===== src/rtl/RV_32_consts.sv =====
// Shared RV32 constants: canonical NOP encoding and the preload FSM state type.
package RV_32_consts;

  localparam logic [31:0] NOP_INSTR = 32'h0000_0013;

  typedef enum logic {
    LOAD = 1'b0,
    RUN  = 1'b1
  } loader_state_e;

endpackage


===== src/rtl/tb_constants.sv =====
// Platform sizing constants shared by the memory model and its environment.
package tb_constants;

  localparam int MEMORY_SIZE = 64;

endpackage


===== src/rtl/rv32_mem_loader.sv =====
// Preload sequencer: accepts image beats into consecutive words, then hands the
// memory over to the core until the next reset.
module rv32_mem_loader
  import RV_32_consts::*;
#(
  parameter int MEM_WORDS = 64,
  parameter int IDX_W     = (MEM_WORDS > 1) ? $clog2(MEM_WORDS) : 1
) (
  input  logic             clk_i,
  input  logic             rst_i,
  input  logic             load_valid_i,
  input  logic             load_last_i,
  output logic             load_ready_o,
  output logic             run_o,
  output logic             load_we_o,
  output logic [IDX_W-1:0] load_idx_o
);

  loader_state_e    state_q, state_d;
  logic [IDX_W-1:0] load_ptr_q, load_ptr_d;

  always_ff @(posedge clk_i or negedge rst_i) begin
    if (!rst_i) begin
      state_q    <= LOAD;
      load_ptr_q <= '0;
    end else begin
      // NOTE: sequential state uses <= so every flop samples pre-edge values.
      state_q    <= state_d;
      load_ptr_q <= load_ptr_d;
    end
  end

  always_comb begin
    // NOTE: defaults first so no path leaves a variable unassigned (no latches).
    state_d    = state_q;
    load_ptr_d = load_ptr_q;
    load_we_o  = 1'b0;
    if (state_q == LOAD && load_valid_i) begin
      load_we_o  = 1'b1;
      load_ptr_d = load_ptr_q + IDX_W'(1);
      // The last word of the array ends the load even without a last marker.
      if (load_last_i || load_ptr_q == IDX_W'(MEM_WORDS - 1)) begin
        state_d = RUN;
      end
    end
  end

  assign load_ready_o = (state_q == LOAD);
  assign run_o        = (state_q == RUN);
  assign load_idx_o   = load_ptr_q;

endmodule


===== src/rtl/rv32_mem_responder.sv =====
// Unified instruction/data memory model for an RV32 core, preloaded over a
// beat interface and then serving one fetch and one data access per cycle.
module rv32_mem_responder
  import RV_32_consts::*;
#(
  parameter int MEM_WORDS = tb_constants::MEMORY_SIZE,
  parameter int ERR_CNT_W = 8
) (
  input  logic                 clk_i,
  input  logic                 rst_i,
  input  logic [31:0]          instr_addr_i,
  output logic [31:0]          instr_data_o,
  input  logic [31:0]          mem_addr_i,
  input  logic                 mem_we_i,
  input  logic [31:0]          mem_wdata_i,
  output logic [31:0]          mem_rdata_o,
  input  logic                 load_valid_i,
  input  logic [31:0]          load_data_i,
  input  logic                 load_last_i,
  output logic                 load_ready_o,
  output logic                 run_o,
  output logic                 err_o,
  output logic [ERR_CNT_W-1:0] err_cnt_o
);

  localparam int          IDX_W     = (MEM_WORDS > 1) ? $clog2(MEM_WORDS) : 1;
  localparam logic [32:0] MEM_BYTES = 33'(MEM_WORDS) << 2;

  function automatic logic in_range(input logic [31:0] addr);
    return ({1'b0, addr} < MEM_BYTES) && (addr[1:0] == 2'b00);
  endfunction

  logic [31:0] mem_q [MEM_WORDS];

  logic             load_we;
  logic [IDX_W-1:0] load_idx;

  rv32_mem_loader #(
    .MEM_WORDS(MEM_WORDS),
    .IDX_W    (IDX_W)
  ) u_loader (
    .clk_i       (clk_i),
    .rst_i       (rst_i),
    .load_valid_i(load_valid_i),
    .load_last_i (load_last_i),
    .load_ready_o(load_ready_o),
    .run_o       (run_o),
    .load_we_o   (load_we),
    .load_idx_o  (load_idx)
  );

  logic             i_ok, d_ok, run_we, mem_we;
  logic [IDX_W-1:0] i_idx, d_idx, mem_widx;
  logic [31:0]      mem_wdata;

  assign i_ok   = in_range(instr_addr_i);
  assign d_ok   = in_range(mem_addr_i);
  assign i_idx  = instr_addr_i[IDX_W+1:2];
  assign d_idx  = mem_addr_i[IDX_W+1:2];
  assign run_we = run_o && mem_we_i && d_ok;

  assign mem_we    = load_we || run_we;
  assign mem_widx  = run_o ? d_idx : load_idx;
  assign mem_wdata = run_o ? mem_wdata_i : load_data_i;

  // NOTE: storage has no reset; contents must survive a reset mid-load.
  always_ff @(posedge clk_i) begin
    if (mem_we) begin
      mem_q[mem_widx] <= mem_wdata;
    end
  end

  logic [31:0]          instr_data_q, instr_data_d;
  logic [31:0]          mem_rdata_q, mem_rdata_d;
  logic                 err_q, err_d;
  logic [ERR_CNT_W-1:0] err_cnt_q, err_cnt_d;
  logic [1:0]           err_inc;
  logic [ERR_CNT_W:0]   err_sum;

  always_comb begin
    instr_data_d = NOP_INSTR;
    mem_rdata_d  = '0;
    err_inc      = 2'd0;
    if (run_o) begin
      // Fetch sees pre-write contents; the data port forwards its own write.
      if (i_ok) instr_data_d = mem_q[i_idx];
      if (run_we) mem_rdata_d = mem_wdata_i;
      else if (d_ok) mem_rdata_d = mem_q[d_idx];
      err_inc = {1'b0, !i_ok} + {1'b0, !d_ok};
    end
    err_sum   = {1'b0, err_cnt_q} + (ERR_CNT_W + 1)'(err_inc);
    err_cnt_d = err_sum[ERR_CNT_W] ? '1 : err_sum[ERR_CNT_W-1:0];
    err_d     = err_q || (err_inc != 2'd0);
  end

  always_ff @(posedge clk_i or negedge rst_i) begin
    if (!rst_i) begin
      instr_data_q <= NOP_INSTR;
      mem_rdata_q  <= '0;
      err_q        <= 1'b0;
      err_cnt_q    <= '0;
    end else begin
      instr_data_q <= instr_data_d;
      mem_rdata_q  <= mem_rdata_d;
      err_q        <= err_d;
      err_cnt_q    <= err_cnt_d;
    end
  end

  assign instr_data_o = instr_data_q;
  assign mem_rdata_o  = mem_rdata_q;
  assign err_o        = err_q;
  assign err_cnt_o    = err_cnt_q;

endmodule


===== config.mk =====
export PLATFORM = sky130hd
export DESIGN_NAME = rv32_mem_responder
export DESIGN_NICKNAME = d
export VERILOG_FILES = /design/src/rtl/RV_32_consts.sv /design/src/rtl/tb_constants.sv /design/src/rtl/rv32_mem_loader.sv /design/src/rtl/rv32_mem_responder.sv
export SDC_FILE = /design/constraint.sdc
export NUM_CORES = 2
export LEC_CHECK = 0
export CORE_ASPECT_RATIO = 0.5
export CORE_UTILIZATION = 50
export DETAILED_ROUTE_END_ITERATION = 8
export PLACE_DENSITY_LB_ADDON = 0.15
export REMOVE_ABC_BUFFERS = 1
export SYNTH_ARGS = -nofsm -noshare
export SYNTH_HDL_FRONTEND = slang
export SYNTH_SLANG_ARGS = --single-unit

===== constraint.sdc =====
create_clock -name clk_i -period 5.8 [get_ports clk_i]
set_input_delay 1.74 -clock clk_i [delete_from_list [all_inputs] [get_ports clk_i]]
set_output_delay 1.74 -clock clk_i [all_outputs]
set_load 0.02 [all_outputs]

== Word-level counts from Yosys, hierarchy flattened ==
Memories as Yosys holds them, arrays and structs flattened.
Cells that the tools add are included.

* $add $sub $neg: 3
* $lt $le $gt $ge: 2
* Equality and inequality tests: 1
* Multiplexer cells: 12
* Bitwise logic cells: 1
* Reduce and logical (&&, ||, !) cells: 14

{| class="wikitable"
|+ Operators with widths
! operator !! count
|-
| $mux W32 || 6
|-
| $lt A32 B9 Y1 const B || 2
|-
| $add A8 B2 Y9 || 1
|-
| $mux W8 || 1
|-
| $add A6 B1 Y6 const B || 1
|-
| $eq A6 B6 Y1 const B || 1
|-
| $mux W6 || 1
|-
| $logic_and A1 B1 Y1 || 5
|-
| $logic_not A2 Y1 || 2
|-
| $logic_or A1 B1 Y1 || 3
|-
| $mux W1 || 3
|-
| $add A1 B1 Y2 || 1
|-
| $logic_not A1 Y1 || 2
|-
| $mux W2 || 1
|-
| $reduce_and A2 Y1 || 1
|-
| $reduce_bool A2 Y1 || 1
|-
| $not A1 Y1 || 1
|}

* Register bits: 80
* RAM bits: 2048
* Bits of input ports: 133
* Output and inout bits: 75
* Word-level logic and storage cells: 40
* Memories kept: 1

{| class="wikitable"
|+ Memories
! name !! depth !! width !! rd ports !! clocked after memory_dff !! wr ports !! line !! source
|-
| mem_q || 64 || 32 || 2 || 0 || 1 || rv32_mem_responder.sv:33 || <nowiki>logic [31:0] mem_q [MEM_WORDS];</nowiki>
|}

== Depth between registers and ports, before layout ==
* Depth after elaboration: 7
* Depth in mapped cells: 13
* Depth with buffers taken out: 13

== Hierarchy ==
A second synthesis with hierarchy kept.

* Cells, all modules: 4531
* Area, all modules: 97756.3 µm²

{| class="wikitable"
|+ By module, submodules not included
! module !! instances !! cells an instance !! area an instance (µm²) !! sequential area each (µm²)
|-
| rv32_mem_responder || 1 || 4506 || 97437.2 || 63329.5
|-
| rv32_mem_loader || 1 || 25 || 319.1 || 175.2
|}

== Least setup slack after synthesis ==
No wires, ideal clock.

* Kind: input to register
* From: input port mem_addr_i[25]
* To: memory mem_q[46][0] (enable)
* Library setup time: 0.461 ns
* Arrival: 5.416 ns
* Required time: 5.339 ns
* Setup slack: -0.077 ns
* Stages on the path: 7
* Path buffers: 1
* Cell sequence: nor4_1 -> nand4_1 -> nor4_1 -> or2_2 -> clkbuf_1 -> nand3_1 -> nor3_1

* Word-level cells in the longest chain between the ends: 6

{| class="wikitable"
|+ RTL lines
! item !! line !! source
|-
| start: declaration || rv32_mem_responder.sv:13 || <nowiki>input logic [31:0] mem_addr_i,</nowiki>
|-
| $lt A32 B9 Y1 || rv32_mem_responder.sv:30 || <nowiki>return ({1'b0, addr} < MEM_BYTES) && (addr[1:0] == 2'b00);</nowiki>
|-
| $logic_and A1 B1 Y1 || rv32_mem_responder.sv:30 ||
|-
| $logic_and A1 B1 Y1 || rv32_mem_responder.sv:60 || <nowiki>assign run_we = run_o && mem_we_i && d_ok;</nowiki>
|-
| $logic_or A1 B1 Y1 || rv32_mem_responder.sv:62 || <nowiki>assign mem_we = load_we || run_we;</nowiki>
|-
| $mux W1 || rv32_mem_responder.sv:68 || <nowiki>if (mem_we) begin</nowiki>
|-
| $mux W1 (not written as such) || rv32_mem_responder.sv:69 || <nowiki>mem_q[mem_widx] <= mem_wdata;</nowiki>
|-
| end: declaration || rv32_mem_responder.sv:33 ||
|}

No other way between the ends.

== Worst setup path after layout ==
* From: register u_loader.state_q (netlist: u_loader.run_o)
* To: output port load_ready_o

* Word-level cells in the longest chain between the ends: 1

{| class="wikitable"
|+ RTL lines
! item !! line !! source
|-
| start: declaration || rv32_mem_loader.sv:19 || <nowiki>loader_state_e state_q, state_d;</nowiki>
|-
| start signal: assignment || rv32_mem_loader.sv:28 || <nowiki>state_q <= state_d;</nowiki>
|-
| $not A1 Y1 || rv32_mem_loader.sv:48 || <nowiki>assign load_ready_o = (state_q == LOAD);</nowiki>
|-
| end: declaration || rv32_mem_responder.sv:20 || <nowiki>output logic load_ready_o,</nowiki>
|}

No other way between the ends.

==> impl_table.tex <==
\begin{tabular}{lr}
\hline
Metric & Value \\
\hline
\multicolumn{2}{l}{\textbf{Power}} \\
\quad P\_leak & between 30 and 40 nW \\
\quad Power Total & around 33 mW \\
\quad Pwr/cell area & 299 nW/µm² \\
\quad Largest vdd supply drop & around 0.00023 V \\
\multicolumn{2}{l}{\textbf{Synth}} \\
\quad Number of flops mapped to enable cells by yosys & between 2k and 2.5k \\
\quad Register bit total from synthesis & 2,128 \\
\quad Yosys top cell by area & sky130\_fd\_sc\_hd\_\_edfxtp\_1 \\
\quad Yosys top cell area share & between 60\% and 70\% \\
\quad Post-synth design cell area & a little under 100,000 µm² \\
\quad Ranking of synthesized cells by area & sky130\_fd\_sc\_hd\_\_edfxtp\_1 63\%, sky130\_fd\_sc\_hd\_\_mux4\_2 25\%, sky130\_fd\_sc\_hd\_\_dfrtp\_1 2.0\% \\
\quad Unique masters post-synth & between 60 and 70 \\
\quad Per-instance average area after synthesis & just over 20 µm² \\
\quad Synthesized netlist cell count & around 4.7k \\
\quad Register area share after synthesis & around two thirds \\
\quad Synth Flop Type & sky130\_fd\_sc\_hd\_\_edfxtp\_1 \\
\quad Syn. warnings & 0 \\
\quad Share of synthesized registers carrying an async set or reset & under 10\% \\
\multicolumn{2}{l}{\textbf{Clock tree}} \\
\quad Source-to-sink clock delay at the later pin of the worst-skew pair & between 800 and 900 ps \\
\quad Register clock-pin slew on the reported worst setup and hold paths & $\sim$70 ps \\
\quad Number of H-tree levels & 4 \\
\quad Clock Tree Buf Depth & 4 \\
\quad Number of buffers created by CTS & 195 \\
\quad Post-CTS Setup Repair Bufs & 0 \\
\quad Number of hold buffers added after CTS & 0 \\
\quad CTS tree & yes \\
\quad Gates resized, CTS repair & 0 \\
\quad Root Buffer Master & sky130\_fd\_sc\_hd\_\_clkbuf\_16 \\
\quad Clock Sinks & between 2k and 2.5k \\
\multicolumn{2}{l}{\textbf{Worst setup path}} \\
\quad Delay-heaviest family, CP & buffers and inverters \\
\quad Crit path launch type & flip-flop \\
\quad Number of buffers and inverters on the critical path & 2 \\
\quad CP required & 4060 ps \\
\quad Slowest cell on crit path & sky130\_fd\_sc\_hd\_\_dfrtp\_4 \\
\quad CP Data Arrival Time & around 2800 ps \\
\quad Nature of the critical path endpoint & primary output \\
\quad Critical-path maximum fanout & 30 \\
\quad Crit Path Class & reg2out \\
\quad Ordered cell list for the critical path & inv\_1, clkdlybuf4s50\_1 \\
\quad Setup slack of the most critical reg-to-reg path & around 1900 ps \\
\quad Delay of the slowest cell on the worst path & approximately 900 ps \\
\multicolumn{2}{l}{\textbf{Routing}} \\
\quad Routed WL per cell & roughly 45 µm \\
\quad Antenna violation net count after detailed routing & 0 \\
\quad DRC violation count after routing & 6 \\
\quad Detailed router's first-iteration violation count & 9,912 \\
\quad Post-detailed-route via-to-cell ratio & approximately 7.4 \\
\quad Detailed-route wire length & between 300,000 and 400,000 µm \\
\quad Drt first pass iters & 8 \\
\quad Via count of the routed design & between 50k and 60k \\
\multicolumn{2}{l}{\textbf{GRT}} \\
\quad First-pass GRT wire length & between 400,000 and 500,000 µm \\
\quad Maximum number of pins on one net before global-route repair & between 70 and 80 \\
\quad Antenna violations before repair & 18 \\
\quad Number of global-route vias before repair & 57.8k \\
\quad GR Util All Layers & between 30\% and 40\% \\
\quad Residual overflow from global routing & 0 \\
\multicolumn{2}{l}{\textbf{Status}} \\
\quad Failing checks & DRC \\
\quad Status & finished with violations \\
\multicolumn{2}{l}{\textbf{Layout}} \\
\quad Final core utilization & slightly below 60\% \\
\quad Final layout net count & between 5k and 6k \\
\quad Filler-free cell count of the finished design & 7,856 \\
\quad Number of fill cells in the layout & roughly 14k \\
\quad Share of post-route cells with drive strength above 1 & a little over a third \\
\quad Area overhead of the layout relative to synthesis & 14.2\% \\
\multicolumn{2}{l}{\textbf{Timing}} \\
\quad Clock skew after layout & between 40 and 50 ps \\
\quad Count of pins over their slew limit & 0 \\
\quad Slew @ Worst Pin & between 1000 and 1500 ps \\
\quad Count of final hold-check violations & 0 \\
\quad Worst rel slew slack & under 10\% \\
\quad Share of the clock period used by the worst path after layout & $\sim$80\% \\
\quad Total of endpoints with negative setup slack in the final report & 0 \\
\quad Final worst hold slack & roughly 540 ps \\
\quad RSZ-0062 raised after global routing & false \\
\quad Highest achievable clock rate & roughly 0.22 GHz \\
\quad Fin crit period & between 4000 and 5000 ps \\
\multicolumn{2}{l}{\textbf{Flow run}} \\
\quad Number of maximum-capacitance violations & 0 \\
\multicolumn{2}{l}{\textbf{Die}} \\
\quad Chip Width & 627 µm \\
\quad Ports placed on the boundary & $\sim$210 \\
\quad Initial core utilization & approximately half \\
\quad Vertical die dimension & around 310 µm \\
\quad Core region area & between 150,000 and 200,000 µm² \\
\quad Cell Rows & roughly 110 \\
\quad Die outline area & 197,000 µm² \\
\multicolumn{2}{l}{\textbf{Worst hold path}} \\
\quad Worst Hold Class & reg2reg \\
\multicolumn{2}{l}{\textbf{Placed design}} \\
\quad Placed cell count & roughly 7.5k \\
\quad DP Wirelength & 223,000 µm \\
\quad Final estimated routing congestion in global placement & between 0.9 and 1 \\
\quad PortBufs & about 210 \\
\hline
\end{tabular}
[metrics by stage]
step	cell area [µm²]	TNS, ps	setup slack [ps]
detailed placement	105000	0	544
global route	112000	0	1280
CTS	112000	0	1280
global placement	105000	0	582
floorplan	95800	-2170080	-1970
finish	112000	0	1280
[Yosys cell counts (7+ instances only)]
cell and n:
sky130_fd_sc_hd__edfxtp_1 2048, sky130_fd_sc_hd__mux4_2 1103, sky130_fd_sc_hd__nor2_1 160, sky130_fd_sc_hd__buf_2 156, sky130_fd_sc_hd__mux2i_1 142, sky130_fd_sc_hd__a22oi_1 121, sky130_fd_sc_hd__nand2_1 112, sky130_fd_sc_hd__clkbuf_1 97
sky130_fd_sc_hd__dfrtp_1 77, sky130_fd_sc_hd__a21oi_1 63, sky130_fd_sc_hd__buf_4 63, sky130_fd_sc_hd__mux2_2 63, sky130_fd_sc_hd__nand3_1 59, sky130_fd_sc_hd__o22ai_1 44, sky130_fd_sc_hd__buf_1 34, sky130_fd_sc_hd__nor2b_1 34
sky130_fd_sc_hd__a211oi_1 22, sky130_fd_sc_hd__a311oi_1 21, sky130_fd_sc_hd__nor3_1 21, sky130_fd_sc_hd__nor4_1 21, sky130_fd_sc_hd__a32o_1 20, sky130_fd_sc_hd__buf_6 20, sky130_fd_sc_hd__nand4_1 19, sky130_fd_sc_hd__o21ai_0 17
sky130_fd_sc_hd__o32ai_1 16, sky130_fd_sc_hd__a221o_1 14, sky130_fd_sc_hd__a31oi_1 13, sky130_fd_sc_hd__nand2b_1 12, sky130_fd_sc_hd__inv_1 11, sky130_fd_sc_hd__a221oi_1 10, sky130_fd_sc_hd__and2_1 10, sky130_fd_sc_hd__or2_2 10
sky130_fd_sc_hd__a2111oi_0 8, sky130_fd_sc_hd__or3_1 7
[registers in the layout, summed over array words and instances, names as in the netlist]
register / flops
u_loader.run_o: 1
err_o: 1
u_loader.load_idx_o: 6
mem_q: 2048
err_cnt_o: 8
mem_rdata_o: 32
instr_data_o: 32
[path summary, 6_finish.rpt]
path,start,to,cells past startpoint
min in group asynchronous,rst_i,instr_data_o[13],1
worst min-delay path,err_o,err_o,1
worst max-delay path,u_loader.run_o,load_ready_o,2
worst min register to register,err_o,err_o,1
max in group asynchronous,rst_i,u_loader.run_o,2
worst max register to register,u_loader.run_o,mem_q[52][13],7
[layer usage]
metal	wire, µm	track usage (%)	up-vias	part of all wire (%)
met4	15900	13.3	20	4.5
met2	156000	52.5	4800	44
li1	-	-	21405	-
met5	154	0	-	0.044
met3	52700	12.2	818	15
met1	127000	50.1	31445	36
[logic make-up after synthesis]
family                   Yosys count  synth area share (%)
flip-flops                      2128                  64.9
multiplexers                    1308                  27.6
AO/OA/AOI/OAI                    399                  2.98
buffers and inverters            386                  2.08
XOR/XNOR                           9                0.0806
AND/OR/NAND/NOR                  478                  2.27
adder cells (fa/ha/maj)            5                0.0717
[report_power, final]
group	switching (mW)	internal, mW	total, mW
clock	5.94	7.75	13.7
sequential	0.0533	16.9	16.9
combinational	1.66	1.16	2.82
[cell type report]
type / instances / area [µm²] / share of cell area [%]
sequential: 2128 / 63500 / 56.9
clock buffer: 233 / 5180 / 4.64
timing repair buffer: 545 / 5410 / 4.85
tap: 2610 / 3270 / 2.92
clock inverter: 121 / 1400 / 1.25
antenna: 4 / 10.0 / 0.00896
multi-input combinational: 2199 / 32800 / 29.4
inverter: 16 / 61.3 / 0.0549
[placed cells by master (no fill, tap or decap), drive strengths merged, types with 12 or more instances in the layout]
master / n
edfxtp: 2048
mux4: 1103
buf: 350
clkbuf: 234
clkdlybuf4s50: 194
nor2: 160
mux2i: 142
a22oi: 121
nand2: 112
dfrtp: 77
clkinv: 77
a21oi: 63
mux2: 63
nand3: 59
o22ai: 44
nor2b: 34
bufinv: 31
a211oi: 22
a311oi: 21
nor4: 21
nor3: 21
a32o: 20
nand4: 19
o21ai: 18
o32ai: 16
inv: 16
a221o: 14
a31oi: 13
clkinvlp: 13
nand2b: 12
(Power assumes the default switching activity.)
